--- config.mk ---
export PLATFORM = sky130hd
export DESIGN_NAME = sd2_ctrl
export DESIGN_NICKNAME = d
export VERILOG_FILES = /design/src/rtl/sd2_pkg.sv /design/src/rtl/sd2_bit_packer.sv /design/src/rtl/sd2_ctrl.sv
export SDC_FILE = /design/constraint.sdc
export NUM_CORES = 1
export LEC_CHECK = 0
export CORE_MARGIN = 1
export CORE_UTILIZATION = 30
export CTS_CLUSTER_DIAMETER = 200
export DETAILED_ROUTE_END_ITERATION = 16
export PLACE_DENSITY_LB_ADDON = 0.2
export SLEW_MARGIN = 10
export SYNTH_ARGS = -nofsm -noshare
export SYNTH_HDL_FRONTEND = slang
export SYNTH_SLANG_ARGS = --single-unit
--- constraint.sdc ---
create_clock -name clk -period 4.6 [get_ports clk]
set_clock_uncertainty 0.2 [all_clocks]
set_input_delay 0.46 -clock clk [delete_from_list [all_inputs] [get_ports clk]]
set_output_delay 0.46 -clock clk [all_outputs]
set_load 0.01 [all_outputs]
--- src/rtl/sd2_pkg.sv ---
// ============================================================================
//  Module      : sd2_pkg
//  Description : Shared state encoding, default sizes and counter-width helper
//                for the sd2 sequencer.
//  Revision    : 1.0 - initial release
// ============================================================================
`default_nettype none

package sd2_pkg;

    localparam int c_BW_DEFAULT       = 32;
    localparam int c_OSR_DEFAULT      = 64;
    localparam int c_WORD_W_DEFAULT   = 32;
    localparam int c_OVLD_LEN_DEFAULT = 24;

    typedef enum logic [1:0] {
        IDLE   = 2'd0,
        RUN    = 2'd1,
        STARVE = 2'd2
    } sd2_state_e;

    // Width of a counter that spans 0..n-1, never narrower than one bit.
    function automatic int cnt_w(input int n);
        return (n > 1) ? $clog2(n) : 1;
    endfunction

endpackage

`default_nettype wire

--- src/rtl/sd2_bit_packer.sv ---
// ============================================================================
//  Module      : sd2_bit_packer
//  Description : Packs the modulator bitstream MSB-first into words and
//                presents them on a valid/ready port, flagging dropped words.
//  Revision    : 1.0 - initial release
// ============================================================================
`default_nettype none

module sd2_bit_packer
    import sd2_pkg::*;
#(
    parameter int WORD_W = c_WORD_W_DEFAULT
) (
    input  logic              clk,
    input  logic              rst_n,
    input  logic              i_capture,
    input  logic              i_flush,
    input  logic              i_bs,
    input  logic              i_out_ready,
    output logic [WORD_W-1:0] o_out_data,
    output logic              o_out_valid,
    output logic              o_drop
);

    localparam int CNT_W = cnt_w(WORD_W);
    localparam logic [CNT_W-1:0] c_CNT_LAST = CNT_W'(WORD_W - 1);
    localparam logic [CNT_W-1:0] c_CNT_ONE  = CNT_W'(1);

    logic [WORD_W-2:0] shift_q, shift_d;
    logic [CNT_W-1:0]  cnt_q, cnt_d;
    logic [WORD_W-1:0] data_q, data_d;
    logic              valid_q, valid_d;
    logic [WORD_W-1:0] w_word;
    logic              w_done;

    assign w_word = {shift_q, i_bs};
    assign w_done = i_capture && (cnt_q == c_CNT_LAST);
    // A finished word is lost only if the previous one is still unclaimed.
    assign o_drop = w_done & valid_q & ~i_out_ready;

    always_comb begin
        shift_d = shift_q;
        cnt_d   = cnt_q;
        data_d  = data_q;
        valid_d = valid_q;
        if (i_flush) begin
            cnt_d = '0;
        end else if (i_capture) begin
            shift_d = w_word[WORD_W-2:0];
            cnt_d   = w_done ? '0 : cnt_q + c_CNT_ONE;
        end
        if (valid_q && i_out_ready) begin
            valid_d = 1'b0;
        end
        if (w_done && (!valid_q || i_out_ready)) begin
            data_d  = w_word;
            valid_d = 1'b1;
        end
    end

    always_ff @(posedge clk or negedge rst_n) begin
        if (!rst_n) begin
            shift_q <= '0;
            cnt_q   <= '0;
            data_q  <= '0;
            valid_q <= 1'b0;
        end else begin
            shift_q <= shift_d;
            cnt_q   <= cnt_d;
            data_q  <= data_d;
            valid_q <= valid_d;
        end
    end

    assign o_out_data  = data_q;
    assign o_out_valid = valid_q;

endmodule

`default_nettype wire

--- src/rtl/sd2_ctrl.sv ---
// ============================================================================
//  Module      : sd2_ctrl
//  Description : Sigma-delta sequencer: zero-order-hold of PCM samples for OSR
//                clocks, bitstream packing and sticky status. Overload
//                detection is built only when SD2_CTRL_OVLD_EN is defined.
//  Revision    : 1.0 - initial release
// ============================================================================
`default_nettype none

module sd2_ctrl
    import sd2_pkg::*;
#(
    parameter int BW       = c_BW_DEFAULT,
    parameter int OSR      = c_OSR_DEFAULT,
    parameter int WORD_W   = c_WORD_W_DEFAULT,
    parameter int OVLD_LEN = c_OVLD_LEN_DEFAULT
) (
    input  logic              clk,
    input  logic              rst_n,
    input  logic              en,
    input  logic              clr,
    input  logic [BW-1:0]     in_data,
    input  logic              in_valid,
    output logic              in_ready,
    output logic [BW-1:0]     sd_out,
    input  logic              bs_in,
    output logic [WORD_W-1:0] out_data,
    output logic              out_valid,
    input  logic              out_ready,
    output logic              underrun,
    output logic              overflow,
    output logic              ovld
);

    localparam int PH_W = cnt_w(OSR);
    localparam logic [PH_W-1:0] c_PH_LAST = PH_W'(OSR - 1);
    localparam logic [PH_W-1:0] c_PH_ONE  = PH_W'(1);

    sd2_state_e      state_q, state_d;
    logic [PH_W-1:0] phase_q, phase_d;
    logic [BW-1:0]   sd_out_q, sd_out_d;
    logic            underrun_q, underrun_d;
    logic            overflow_q, overflow_d;
    logic            w_run, w_boundary, w_accept, w_capture, w_flush;
    logic            w_drop, w_underrun_set;

    assign w_run      = (state_q != IDLE);
    assign w_boundary = (state_q == IDLE) || (phase_q == c_PH_LAST);
    assign in_ready   = rst_n & en & w_boundary;
    assign w_accept   = in_ready & in_valid;
    assign w_capture  = en & w_run;
    assign w_flush    = ~en;

    always_comb begin
        state_d        = state_q;
        phase_d        = phase_q;
        sd_out_d       = sd_out_q;
        w_underrun_set = 1'b0;
        if (!en) begin
            state_d  = IDLE;
            phase_d  = '0;
            sd_out_d = '0;
        end else begin
            if (w_run) begin
                phase_d = (phase_q == c_PH_LAST) ? '0 : phase_q + c_PH_ONE;
            end
            if (w_accept) begin
                state_d  = RUN;
                sd_out_d = in_data;
            end else if (w_run && w_boundary) begin
                // Starved frames still last OSR clocks, driving mid-scale.
                state_d        = STARVE;
                sd_out_d       = '0;
                w_underrun_set = 1'b1;
            end
        end
        underrun_d = w_underrun_set | (underrun_q & ~clr);
        overflow_d = w_drop | (overflow_q & ~clr);
    end

    always_ff @(posedge clk or negedge rst_n) begin
        if (!rst_n) begin
            state_q    <= IDLE;
            phase_q    <= '0;
            sd_out_q   <= '0;
            underrun_q <= 1'b0;
            overflow_q <= 1'b0;
        end else begin
            state_q    <= state_d;
            phase_q    <= phase_d;
            sd_out_q   <= sd_out_d;
            underrun_q <= underrun_d;
            overflow_q <= overflow_d;
        end
    end

    sd2_bit_packer #(
        .WORD_W (WORD_W)
    ) u_packer (
        .clk         (clk),
        .rst_n       (rst_n),
        .i_capture   (w_capture),
        .i_flush     (w_flush),
        .i_bs        (bs_in),
        .i_out_ready (out_ready),
        .o_out_data  (out_data),
        .o_out_valid (out_valid),
        .o_drop      (w_drop)
    );

`ifdef SD2_CTRL_OVLD_EN
    localparam int RUN_W = cnt_w(OVLD_LEN + 1);
    localparam logic [RUN_W-1:0] c_RUN_MAX = RUN_W'(OVLD_LEN);
    localparam logic [RUN_W-1:0] c_RUN_ONE = RUN_W'(1);

    logic [RUN_W-1:0] run_q, run_d;
    logic             last_q, last_d;
    logic             ovld_q, ovld_d;
    logic             w_ovld_set;

    always_comb begin
        run_d      = run_q;
        last_d     = last_q;
        w_ovld_set = 1'b0;
        if (!en) begin
            run_d = '0;
        end else if (w_capture) begin
            last_d = bs_in;
            if ((run_q == '0) || (bs_in != last_q)) begin
                run_d = c_RUN_ONE;
            end else if (run_q != c_RUN_MAX) begin
                run_d = run_q + c_RUN_ONE;
            end
            w_ovld_set = (run_d == c_RUN_MAX);
        end
        ovld_d = w_ovld_set | (ovld_q & ~clr);
    end

    always_ff @(posedge clk or negedge rst_n) begin
        if (!rst_n) begin
            run_q  <= '0;
            last_q <= 1'b0;
            ovld_q <= 1'b0;
        end else begin
            run_q  <= run_d;
            last_q <= last_d;
            ovld_q <= ovld_d;
        end
    end

    assign ovld = ovld_q;
`else
    assign ovld = 1'b0;
`endif

    assign sd_out   = sd_out_q;
    assign underrun = underrun_q;
    assign overflow = overflow_q;

endmodule

`default_nettype wire

==> flow_metrics.py <==
metrics = {
    "finish": {
        "post_route_cells_drive_above_1_share_pct": 22.7,
        "multi_input_area_um2": 1570,
        "post-route-util_pct": 41.0,
        "mostFrequentLayoutCell": "dfrtp_1",
        "ff_latch_area_um2": 2780,
        "nets": 443,
        "nFillCells": 1377,
        "layout_common_cells": "dfrtp_1, clkdlybuf4s50_1, mux2_2, a22o_1, mux2_4",
        "diodes": 0,
        "area_growth_pct": 32.0,
    },
    "drt": {
        "viasPerCell": 4.63,
        "routed_wl_um": 9060,
        "drt_iter0_markers": 119,
        "drtPass1Iterations": 6,
        "drc": 0,
        "met3WireLength_um": 383,
        "topRoutingLayerUsed": "met4",
        "drt-wirelength-per-cell_um": 15.4,
        "met2_length_um": 4190,
        "vias": 2734,
        "ant_nets": 0,
        "wl_met1_um": 4310,
    },
    "setup_path": {
        "r2r_end": "u_packer.o_out_data[8]$_DFFE_PN0P_",
        "crit_required_ps": 3940,
        "timing.rr.start": "u_packer.cnt_q[0]$_DFFE_PN0P_",
        "worstSetupStartpoint": "rst_n",
        "timing.critical_path.cells": "dlygate4sd3_1 -> buf_4 -> nand2_1 -> a21oi_1 -> clkdlybuf4s50_1",
        "crit_slowest_cell": "clkdlybuf4s50_1",
        "cp_num_buf_inv": 3,
        "cp_top_family": "buffers and inverters",
        "worstPathMaxFanout": 41,
        "reg2regPathDepth": 7,
        "slowest_delay_ps": 560,
        "endpoint_kind": "output pin",
        "crit_path_start_kind": "input port",
        "arrival_ps": 2400,
        "r2r_slack_ps": 1730,
        "criticalPathCategory": "in -> out",
    },
    "yosys": {
        "synthCells": 298,
        "seq_area_frac_synth_pct": 61.1,
        "ys.flop_type": "dfrtp_1",
        "ys_ff_latch": 111,
        "synth_area_um2": 4540,
        "synth_area_per_cell_um2": 15.2,
        "synth-edff-count": 0,
        "ys_warn_count": 0,
        "synthArstFlopShare_pct": 100,
        "synth_nets": 340,
        "yosysUniqueCellTypes": 42,
    },
    "sta": {
        "fin_crit_sh_pct": 66.6,
        "worst_pin_slew_ps": 891,
        "setup_tns_ps": 0,
        "final_max_slew_viol_count": 0,
        "rsz0062_at_grt": "false",
        "worst_slack_ps": 1540,
        "whs_ps": 294,
        "fmax_ghz": 0.326,
        "setup_viol": 0,
        "slew_headroom_pct": 40.6,
        "final_hold_viol_count": 0,
        "period_minus_slack_ps": 3060,
    },
    "clock_network": {
        "cts_resized": 0,
        "root_buffer": "clkbuf_16",
        "ctsHoldBuffers": 1,
        "cts_sinks": 111,
        "clockBufferDepth": 2,
        "cts_tree": "yes",
        "htreeDepth": 3,
        "numCtsBuffers": 9,
        "post_cts_buffers": 0,
        "clk_pin_slew_ps": 80,
        "clk_latency_ps": 350,
    },
    "die": {
        "die_w_um": 125,
        "core-area_um2": 14600,
        "rows": 44,
        "die_area_um2": 15600,
        "die_h_um": 125,
        "num_io_pins": 108,
        "initial_utilization_pct": 31.0,
    },
    "grt": {
        "grt_max_degree": 74,
        "antenna_found_initial": 0,
        "grt_overflow": 0,
        "grt_pass1_vias": 2905,
        "grt.total_usage_pct": 12.6,
        "grt_pass1_wl_um": 15200,
    },
    "power_and_ir_drop": {
        "p_leak_nw": 2.73,
        "powerDensity_nw_per_um2": 344,
        "ir_drop_mv": 0.161,
    },
    "hold_path": {
        "hold_path_depth": 1,
        "min_from": "u_packer.shift_q[30]$_DFFE_PN0P_",
        "hp-class": "reg -> reg",
        "whs_endpoint": "u_packer.shift_q[30]$_DFFE_PN0P_",
    },
    "placed_design": {
        "dp_hpwl_um": 6120,
        "place_congestion": 0.716,
        "portBuffers": 106,
        "place_ws_ps": 1560,
    },
    "outcome": {
        "outcome": "completed",
    },
    "job": {
        "cap_violations": 0,
    },
}
per-layer routing:
| metal | global-route usage (%) | up-vias |
|---|---|---|
| li1 | - | 1281 |
| met4 | 5.02 | 0 |
| met1 | 16.6 | 1372 |
| met5 | 0 | - |
| met3 | 3.59 | 14 |
| met2 | 19.4 | 67 |
state kept, by name, indices dropped and copies added, names as in the netlist:
| register | count |
|---|---|
| u_packer.cnt_q | 5 |
| u_packer.o_out_valid | 1 |
| overflow | 1 |
| u_packer.o_out_data | 32 |
| state_q | 2 |
| underrun | 1 |
| phase_q | 6 |
| u_packer.shift_q | 31 |
| sd_out | 32 |
stage by stage:
stage / area (um^2) / total power, mW / std cells
2_1_floorplan: 4540 / 1.17 / 298
3_3_place_gp: 5680 / 1.26 / 573
3_5_place_dp: 5680 / 1.27 / 573
4_1_cts: 6000 / 2.10 / 590
5_1_grt: 6000 / 2.15 / 590
6_report: 6000 / 2.06 / 590
worst max path at each step:
stage                                               end  slack, ps  cells past startpoint
floorplan           u_packer.o_out_data[10]$_DFFE_PN0P_       2560                      8
global placement    u_packer.o_out_data[21]$_DFFE_PN0P_       1610                      5
detailed placement   u_packer.o_out_data[2]$_DFFE_PN0P_       1560                      5
CTS                                            in_ready       1440                      5
global route                                   in_ready       1330                      5
finish                                         in_ready       1540                      5
where the power goes:
part	internal, mW	leakage [nW]	switching, mW
Clock	0.434	0.147	0.384
Sequential	1.03	1.53	0.0372
Combinational	0.101	1.05	0.0788
Total	1.56	2.73	0.500
kinds of logic (layout without fill, tap and decap cells):
group / after synthesis / after routing / synth area share [%]
buffers and inverters: 22 / 130 / 4.49
other: 1 / 1 / 0.0825
muxes: 63 / 63 / 18.1
and+or+nand+nor: 40 / 40 / 5.26
DFF: 111 / 111 / 61.1
xor gates and xnor gates: 2 / 2 / 0.386
adders and majority gates: 3 / 3 / 0.826
AOI/OAI and AO/OA: 56 / 56 / 9.75
worst reg2reg max path, delay by kind of cell (launching register included):
| family | cells | cell delay, ps |
|---|---|---|
| simple gates | 3 | 910 |
| fa+ha+maj | 2 | 490 |
| buf+inv | 1 | 430 |
| flops | 1 | 390 |
| mux | 1 | 340 |
cell type report:
class                   count  share of cell area (%)
repair buffers            111                    18.3
clock inverters             7                    1.50
well taps                 184                    3.84
multi-input cells         165                    26.1
inverters                   3                   0.188
clock buffers               9                    3.75
flip-flops and latches    111                    46.3
cell usage after synthesis, types with 2 or more instances:
| master | count | area share [%] |
|---|---|---|
| dfrtp_1 | 111 | 61 |
| nand2b_1 | 2 | 0.28 |
| xor2_1 | 2 | 0.39 |
| a22o_1 | 32 | 6.2 |
| mux2_2 | 32 | 7.9 |
| and3_1 | 2 | 0.28 |
| nand3b_1 | 3 | 0.50 |
| mux2_4 | 30 | 9.9 |
| buf_12 | 3 | 1.3 |
| nand3_1 | 4 | 0.44 |
| clkbuf_1 | 2 | 0.17 |
| o31ai_1 | 2 | 0.33 |
| a31o_2 | 2 | 0.39 |
| nor3_1 | 3 | 0.33 |
| buf_2 | 4 | 0.44 |
| nand2_1 | 10 | 0.83 |
| ha_1 | 3 | 0.83 |
| buf_6 | 8 | 2.0 |
| nor2_1 | 5 | 0.41 |
| nand3_4 | 2 | 0.77 |
| inv_1 | 3 | 0.25 |
| a21oi_1 | 12 | 1.3 |
| buf_4 | 2 | 0.33 |
(Power assumes the default switching activity.)
